## config.mk

```make
export PLATFORM = sky130hd
export DESIGN_NAME = fetch_unit
export DESIGN_NICKNAME = d
export VERILOG_FILES = /design/src/rtl/fetch_unit.sv
export SDC_FILE = /design/constraint.sdc
export NUM_CORES = 1
export LEC_CHECK = 0
export CAP_MARGIN = 25
export CORE_ASPECT_RATIO = 1.5
export CORE_MARGIN = 4
export CORE_UTILIZATION = 35
export DETAILED_ROUTE_END_ITERATION = 12
export GPL_TIMING_DRIVEN = 0
export SLEW_MARGIN = 10
export SYNTH_ARGS = -nofsm -noshare
export SYNTH_HDL_FRONTEND = slang
export SYNTH_SLANG_ARGS = --single-unit
```

## constraint.sdc

```tcl
create_clock -name clk -period 10.1 [get_ports clk]
set_clock_uncertainty 0.1 [all_clocks]
set_input_delay 2.02 -clock clk [delete_from_list [all_inputs] [get_ports clk]]
set_output_delay 2.02 -clock clk [all_outputs]
set_load 0.03 [all_outputs]
```

## src/rtl/fetch_unit.sv

```systemverilog
// Instruction fetch stage: owns the PC, issues in-order word fetches and buffers them in a prefetch queue.
// Optional misaligned-redirect trap is compiled in with `define FETCH_MISALIGN_TRAP_EN.
module fetch_unit #(
  parameter int unsigned     XLEN     = 32,
  parameter logic [XLEN-1:0] RESET_PC = '0,
  parameter int unsigned     DEPTH    = 4
) (
  input  logic            clk,
  input  logic            rst_n,
  output logic            mem_req_valid,
  input  logic            mem_req_ready,
  output logic [XLEN-1:0] mem_req_addr,
  input  logic            mem_rsp_valid,
  input  logic [31:0]     mem_rsp_data,
  output logic            instr_valid,
  input  logic            instr_ready,
  output logic [31:0]     instr,
  output logic [XLEN-1:0] instr_pc,
  input  logic            redirect_valid,
  input  logic [XLEN-1:0] redirect_pc,
  output logic            fetch_misaligned
);

  localparam int unsigned AW = $clog2(DEPTH);
  localparam int unsigned PW = AW + 1;
  localparam int unsigned DW = AW + 1;

  logic [XLEN-1:0] fetch_pc_q, fetch_pc_d;
  logic [PW-1:0]   alloc_ptr_q, alloc_ptr_d;
  logic [PW-1:0]   fill_ptr_q, fill_ptr_d;
  logic [PW-1:0]   rd_ptr_q, rd_ptr_d;
  logic [DW-1:0]   discard_q, discard_d;
  logic [XLEN-1:0] ent_pc_q [DEPTH];
  logic [XLEN-1:0] ent_pc_d [DEPTH];
  logic [31:0]     ent_data_q [DEPTH];
  logic [31:0]     ent_data_d [DEPTH];

  logic            halt;
  logic [XLEN-1:0] redirect_tgt;
  logic [PW-1:0]   alloc_cnt;
  logic [PW-1:0]   outstanding;
  logic            req_fire;
  logic            rsp_drop;
  logic            fill_fire;
  logic            pop;

`ifdef FETCH_MISALIGN_TRAP_EN
  logic halt_q, halt_d;

  // Halt tracks the alignment of the most recent redirect target.
  always_comb begin
    halt_d = halt_q;
    if (redirect_valid) halt_d = (redirect_pc[1:0] != 2'b00);
  end

  always_ff @(posedge clk or negedge rst_n) begin
    if (!rst_n) halt_q <= 1'b0;
    else        halt_q <= halt_d;
  end

  assign halt             = halt_q;
  assign redirect_tgt     = redirect_pc;
  assign fetch_misaligned = halt_q;
`else
  assign halt             = 1'b0;
  assign redirect_tgt     = redirect_pc & ~XLEN'(3);
  assign fetch_misaligned = 1'b0;
`endif

  assign alloc_cnt   = alloc_ptr_q - rd_ptr_q;
  assign outstanding = alloc_ptr_q - fill_ptr_q;

  // rst_n gating keeps the request low while reset is held.
  assign mem_req_valid = rst_n && !halt && !redirect_valid && (alloc_cnt < PW'(DEPTH));
  assign mem_req_addr  = fetch_pc_q;
  assign req_fire      = mem_req_valid && mem_req_ready;

  // A response with no reserved entry (stale after reset) is silently ignored.
  assign rsp_drop  = mem_rsp_valid && (discard_q != '0);
  assign fill_fire = mem_rsp_valid && (discard_q == '0) && (fill_ptr_q != alloc_ptr_q);

  assign instr_valid = (rd_ptr_q != fill_ptr_q);
  assign instr       = ent_data_q[rd_ptr_q[AW-1:0]];
  assign instr_pc    = ent_pc_q[rd_ptr_q[AW-1:0]];
  assign pop         = instr_valid && instr_ready;

  always_comb begin
    fetch_pc_d  = fetch_pc_q;
    alloc_ptr_d = alloc_ptr_q;
    fill_ptr_d  = fill_ptr_q;
    rd_ptr_d    = rd_ptr_q;
    discard_d   = discard_q;
    ent_pc_d    = ent_pc_q;
    ent_data_d  = ent_data_q;

    if (req_fire) begin
      ent_pc_d[alloc_ptr_q[AW-1:0]] = fetch_pc_q;
      alloc_ptr_d = alloc_ptr_q + PW'(1);
      fetch_pc_d  = fetch_pc_q + XLEN'(4);
    end
    if (rsp_drop) discard_d = discard_q - DW'(1);
    if (fill_fire) begin
      ent_data_d[fill_ptr_q[AW-1:0]] = mem_rsp_data;
      fill_ptr_d = fill_ptr_q + PW'(1);
    end
    if (pop) rd_ptr_d = rd_ptr_q + PW'(1);

    // Flush after the handshake: every unanswered request becomes a pending discard.
    if (redirect_valid) begin
      fetch_pc_d  = redirect_tgt;
      discard_d   = discard_q + DW'(outstanding) - DW'(rsp_drop) - DW'(fill_fire);
      alloc_ptr_d = alloc_ptr_q;
      fill_ptr_d  = alloc_ptr_q;
      rd_ptr_d    = alloc_ptr_q;
    end
  end

  always_ff @(posedge clk or negedge rst_n) begin
    if (!rst_n) begin
      fetch_pc_q  <= RESET_PC;
      alloc_ptr_q <= '0;
      fill_ptr_q  <= '0;
      rd_ptr_q    <= '0;
      discard_q   <= '0;
    end else begin
      fetch_pc_q  <= fetch_pc_d;
      alloc_ptr_q <= alloc_ptr_d;
      fill_ptr_q  <= fill_ptr_d;
      rd_ptr_q    <= rd_ptr_d;
      discard_q   <= discard_d;
    end
  end

  // Queue payload needs no reset: validity lives entirely in the pointers.
  always_ff @(posedge clk) begin
    ent_pc_q   <= ent_pc_d;
    ent_data_q <= ent_data_d;
  end

endmodule

```

# Word level (Yosys, flattened, before mapping)
# Index checks and enable logic that the tools add are counted.
op_classes:
  eq_ne: 2
  reduce_logical: 17
  addsub: 10
  magnitude_cmp: 6
  n_bitwise: 4
  mux: 20
ops:
  columns: ["op", "n"]
  rows:
  - ["bitwise mux 128 bit", 2]
  - ["two-way mux 32 bit", 8]
  - ["binary-select mux 32 bit (select 2 bit)", 2]
  - ["demux 32 bit (select 2 bit)", 2]
  - ["adder 32 x 3 -> 32 bit, second input constant", 1]
  - ["two-way mux 3 bit", 6]
  - ["adder 3 x 1 -> 3 bit, second input constant", 3]
  - [">= comparator 3 bit, second input constant", 3]
  - ["logical AND 1 bit", 9]
  - ["inverter 2 -> 3 bit", 3]
  - ["nonzero test 2 bit", 4]
  - ["< comparator 3 x 1 -> 1 bit, second input constant", 2]
  - ["!= test 3 bit", 2]
  - ["subtractor 3 x 1 -> 3 bit", 2]
  - ["subtractor 3 bit", 2]
  - ["adder 3 bit", 1]
  - ["logical NOT 3 bit", 1]
  - ["< comparator 3 bit, second input constant", 1]
  - ["nonzero test 3 bit", 1]
  - ["subtractor 3 x 1 -> 3 bit, second input constant", 1]
  - ["AND reduction 2 bit", 1]
  - ["logical NOT 1 bit", 1]
  - ["inverter 1 bit", 1]
word_totals:
  inputBits: 70
  reg_bits: 300

# Longest topological paths before layout
logic_depth:
  word_depth: 6
  depth_mapped: 14
  ltp_nobuf: 14

# Least setup slack after synthesis
# No wires, ideal clock.
synth_timing:
  kind: "input port to output port"
  from: "input port redirect_valid"
  to: "output port mem_req_valid"
  arrival_ps: 2748
  cell_stages: 3
  setup_slack_ps: 5232
  cell_sequence: "inv_2 clkbuf_1 and3_1"
synth_between:
  elab_chain_len: 3
synth_lines:
  columns: ["element", "line", "source"]
  rows:
  - ["from (decl)", "19", "input logic redirect_valid,"]
  - ["logical NOT 1 bit", "74", "assign mem_req_valid = rst_n && !halt && !redirect_valid && (alloc_cnt < PW'(DEPTH));"]
  - ["logical AND 1 bit (2 in series)", "74", null]
  - ["to (decl)", "10", "output logic mem_req_valid,"]
# No other way between the ends.

# Worst setup path in the final report
layout_timing:
  from: "register rd_ptr_q[1]"
  to: "output port mem_req_valid"
layout_between:
  elab_chain_len: 3
layout_lines:
  columns: ["element", "line", "source"]
  rows:
  - ["from (decl)", "31", "logic [PW-1:0] rd_ptr_q, rd_ptr_d;"]
  - ["from (signal assigned)", "129", "rd_ptr_q <= rd_ptr_d;"]
  - ["subtractor 3 bit", "70", "assign alloc_cnt = alloc_ptr_q - rd_ptr_q;"]
  - ["< comparator 3 bit", "74", null]
  - ["logical AND 1 bit", "74", null]
# No other way between the ends.

==> results.yml <==
sta:
  timing.max_slew.rel_slack_pct: 48.6
  minimum_setup_slack_in_the_final_design_ps: 3900
  worstMarginPinSlew_ps: 771
  setup_violators_final: 0
  final_clock_period_utilization_by_the_worst_path_pct: 61.3
  grt_setup_unrepaired: "no"
  final_max_slew_viol_count: 0
  final.min_clock_period_ps: 6200
  fin_worst_hold_slack_ps: 377
  hold_viol_final: 0
  fmaxAchievable_mhz: 161
  timing.setup.tns_ps: 0
global_routing:
  number_of_global_route_vias_before_repair: 7097
  grt_start_max_net_pins: 33
  antenna_found_initial: 0
  grt_first_pass_wirelength_microns: 42000
  grtUsageTotal_pct: 14.7
  grt_remaining_overflow: 0
critical_path:
  worst-setup-path-type: "flop to output pin"
  r2r_cells: 10
  terminus_of_the_critical_flop_to_flop_path: "ent_pc_q[69]$_DFFE_PP_"
  crit-reg2reg-launch: "rd_ptr_q[1]$_DFFE_PN0P_"
  setup.reg_to_reg.worst_slack_ps: 6000
  crit_arrival_ps: 4080
  worstSetupEndpointType: "output pin"
  startpoint_type: "flop"
  critical_path_peak_fanout: 10
  required_time_of_the_worst_setup_path_ps: 7980
die:
  dieArea_sq_mm: 0.0371
  initial_core_util_pct: 35.5
  num_rows: 82
  core_area_sq_mm: 0.0335
  ioPinCount: 169
  fp.dieH_microns: 234
  die_width_microns: 159
yosys:
  yosysMostFrequentCell: "edfxtp_1"
  synth-main-ff-cell: "edfxtp_1"
  post_synthesis_instance_total: 667
  synth.cell_area_sq_mm: 0.0119
  synth.lib_cells_used.distinct: 46
  main_area_contributors_after_synthesis: "edfxtp_1 (62%), mux4_2 (12%), dfrtp_1 (8.8%)"
  synth.ff_latch_count: 290
  yosys_warnings: 0
  library_cell_occupying_the_most_area_in_the_post_synthesis_netlist: "edfxtp_1"
  async_reset_ff_share_pct: 14.5
  ys_top_cells_by_count: "edfxtp_1 (248), mux4_2 (62), nor2_1 (43)"
  syn_area_per_cell_sq_um: 17.9
  synth-edff-count: 248
  synth_top_area_share_pct: 62.5
  seq_area_frac_synth_pct: 71.3
min_path:
  timing.hold.worst.start: "discard_q[2]$_DFFE_PN0P_"
  worstHoldEndpoint: "discard_q[2]$_DFFE_PN0P_"
  holdPathStages: 1
  min_path_type: "flop to flop"
routing:
  routed_wirelength_microns: 27900
  dr_total_vias: 6920
  postRouteAntennaNets: 0
  post_detailed_route_via_to_cell_ratio: 5.27
  firstDrtPassIters: 5
  drt-wirelength-per-cell_microns: 21.2
  drt-initial-drc-count: 320
  route.detailed.drc: 0
cts:
  clk_pin_slew_ps: 70
  clock_h_tree_levels: 1
  ctsHoldBuffers: 0
  cts-resized-gates: 0
  clk_root_buffer_cell: "clkbuf_16"
  cts_setup_buffers: 0
  cts.path.max_buffers: 3
  insertion_delay_ps: 560
  tritoncts: "built"
  tritoncts.num_buffers: 28
  cts_sinks: 290
pwr:
  design_power_total_mw: 4.34
  static-leakage-power_nw: 5.09
  ir_drop_v: 0.000143
  power.density_mw_per_mm2: 284
finish:
  stdcell_count: 1314
  antenna_cells: 0
  fraction_of_final_layout_cells_with_drive_strength_greater_than_1_pct: 17.0
  syn2layout_area_growth_pct: 28.2
  design.final.nets: 962
placement:
  post-dp-hpwl_microns: 19300
  io_buffer_count: 161
  gp_routability_congestion: 0.818
  placedCellCount: 1262
  dp_worst_setup_slack_ps: 3940
status:
  status: "finished clean"
flow_run:
  maxCapViolCount: 0
[critical path: stages, from the launching register on]
cell             delay, ps
dfrtp_1                390
clkbuf_1               610
clkbuf_1               620
inv_1                  100
ha_1                   290
a21o_1                 210
xnor2_1                360
and3_1                 240
clkdlybuf4s50_1        690
[per-stage QoR]
step,area [sq um],utilization (%)
final,15300,45.5
after global routing,15300,45.5
after CTS,15300,45.5
after detailed placement,14300,42.6
after global placement,14100,41.9
after floorplan,11900,-
[logic make-up after synthesis]
| logic type | count (synthesis) | synth area share [%] |
|---|---|---|
| flops | 290 | 71.3 |
| simple gates | 141 | 6.64 |
| compound gates | 72 | 4.03 |
| mux | 65 | 12.0 |
| buf+inv | 57 | 2.12 |
| xor+xnor | 21 | 1.54 |
| fa+ha+maj | 20 | 2.35 |
| other cells | 1 | 0.0315 |
[cell type report]
cell class                 instances  area, sq um
buffer                            38          181
timing repair buffer             171         1810
tap                              420          526
inverter                          19         71.3
multi-input combinational        324         3200
clock inverter                    22          282
fill                            2873        18300
clock buffer                      30          708
sequential                       290         8500
[state kept, by name, summed over array words and instances (netlist names)]
register      cells
mem_req_addr     30
ent_data_q      128
discard_q         3
ent_pc_q        120
rd_ptr_q          3
alloc_ptr_q       3
fill_ptr_q        3
[cell usage in the layout (no fill, tap or decap), types with 3 or more instances in the layout]
| cell | count |
|---|---|
| clkbuf_1 | 21 |
| inv_6 | 3 |
| nand4_1 | 7 |
| mux4_2 | 62 |
| buf_12 | 6 |
| clkinv_1 | 5 |
| a21oi_1 | 9 |
| o31ai_1 | 25 |
| buf_4 | 7 |
| inv_1 | 18 |
| ha_1 | 16 |
| fa_1 | 4 |
| or4_1 | 25 |
| xnor2_1 | 14 |
| nand2_1 | 15 |
| edfxtp_1 | 248 |
| bufinv_16 | 6 |
| nor2_1 | 43 |
| clkbuf_16 | 28 |
| conb_1 | 5 |
| and2_2 | 7 |
| buf_2 | 10 |
| o21ai_0 | 5 |
| nand2b_1 | 3 |
| a31oi_1 | 26 |
| clkdlybuf4s50_1 | 160 |
| nand3_1 | 21 |
| clkinv_2 | 4 |
| xor2_1 | 7 |
| dfrtp_1 | 42 |
| and3_1 | 3 |
[layer usage]
metal | vias to the layer above | share of wire (%) | global-route usage [%]
li1 | 3085 | - | -
met1 | 3563 | 40 | 18.8
met2 | 237 | 52 | 25.7
met3 | 35 | 6.2 | 2.51
met4 | 0 | 2.2 | 4.43
met5 | - | 0 | 0
[how the worst max path moves through the flow]
stage                                  from                      to  slack (ps)  depth (start not counted)
floorplan                    redirect_valid           mem_req_valid        5230                          3
global placement                      rst_n  ent_pc_q[14]$_DFFE_PP_        2550                          4
detailed placement           redirect_valid           mem_req_valid        3940                          5
CTS                 rd_ptr_q[1]$_DFFE_PN0P_           mem_req_valid        3880                          8
global route        rd_ptr_q[1]$_DFFE_PN0P_           mem_req_valid        3680                          8
finish              rd_ptr_q[1]$_DFFE_PN0P_           mem_req_valid        3900                          8
[report_power, final]
group | total, mW | internal (mW) | switching, mW
Combinational | 1.71 | 0.729 | 0.980
Sequential | 1.51 | 1.43 | 0.0857
Clock | 1.12 | 0.665 | 0.457
Note: power is estimated with default switching activity, not from simulation.
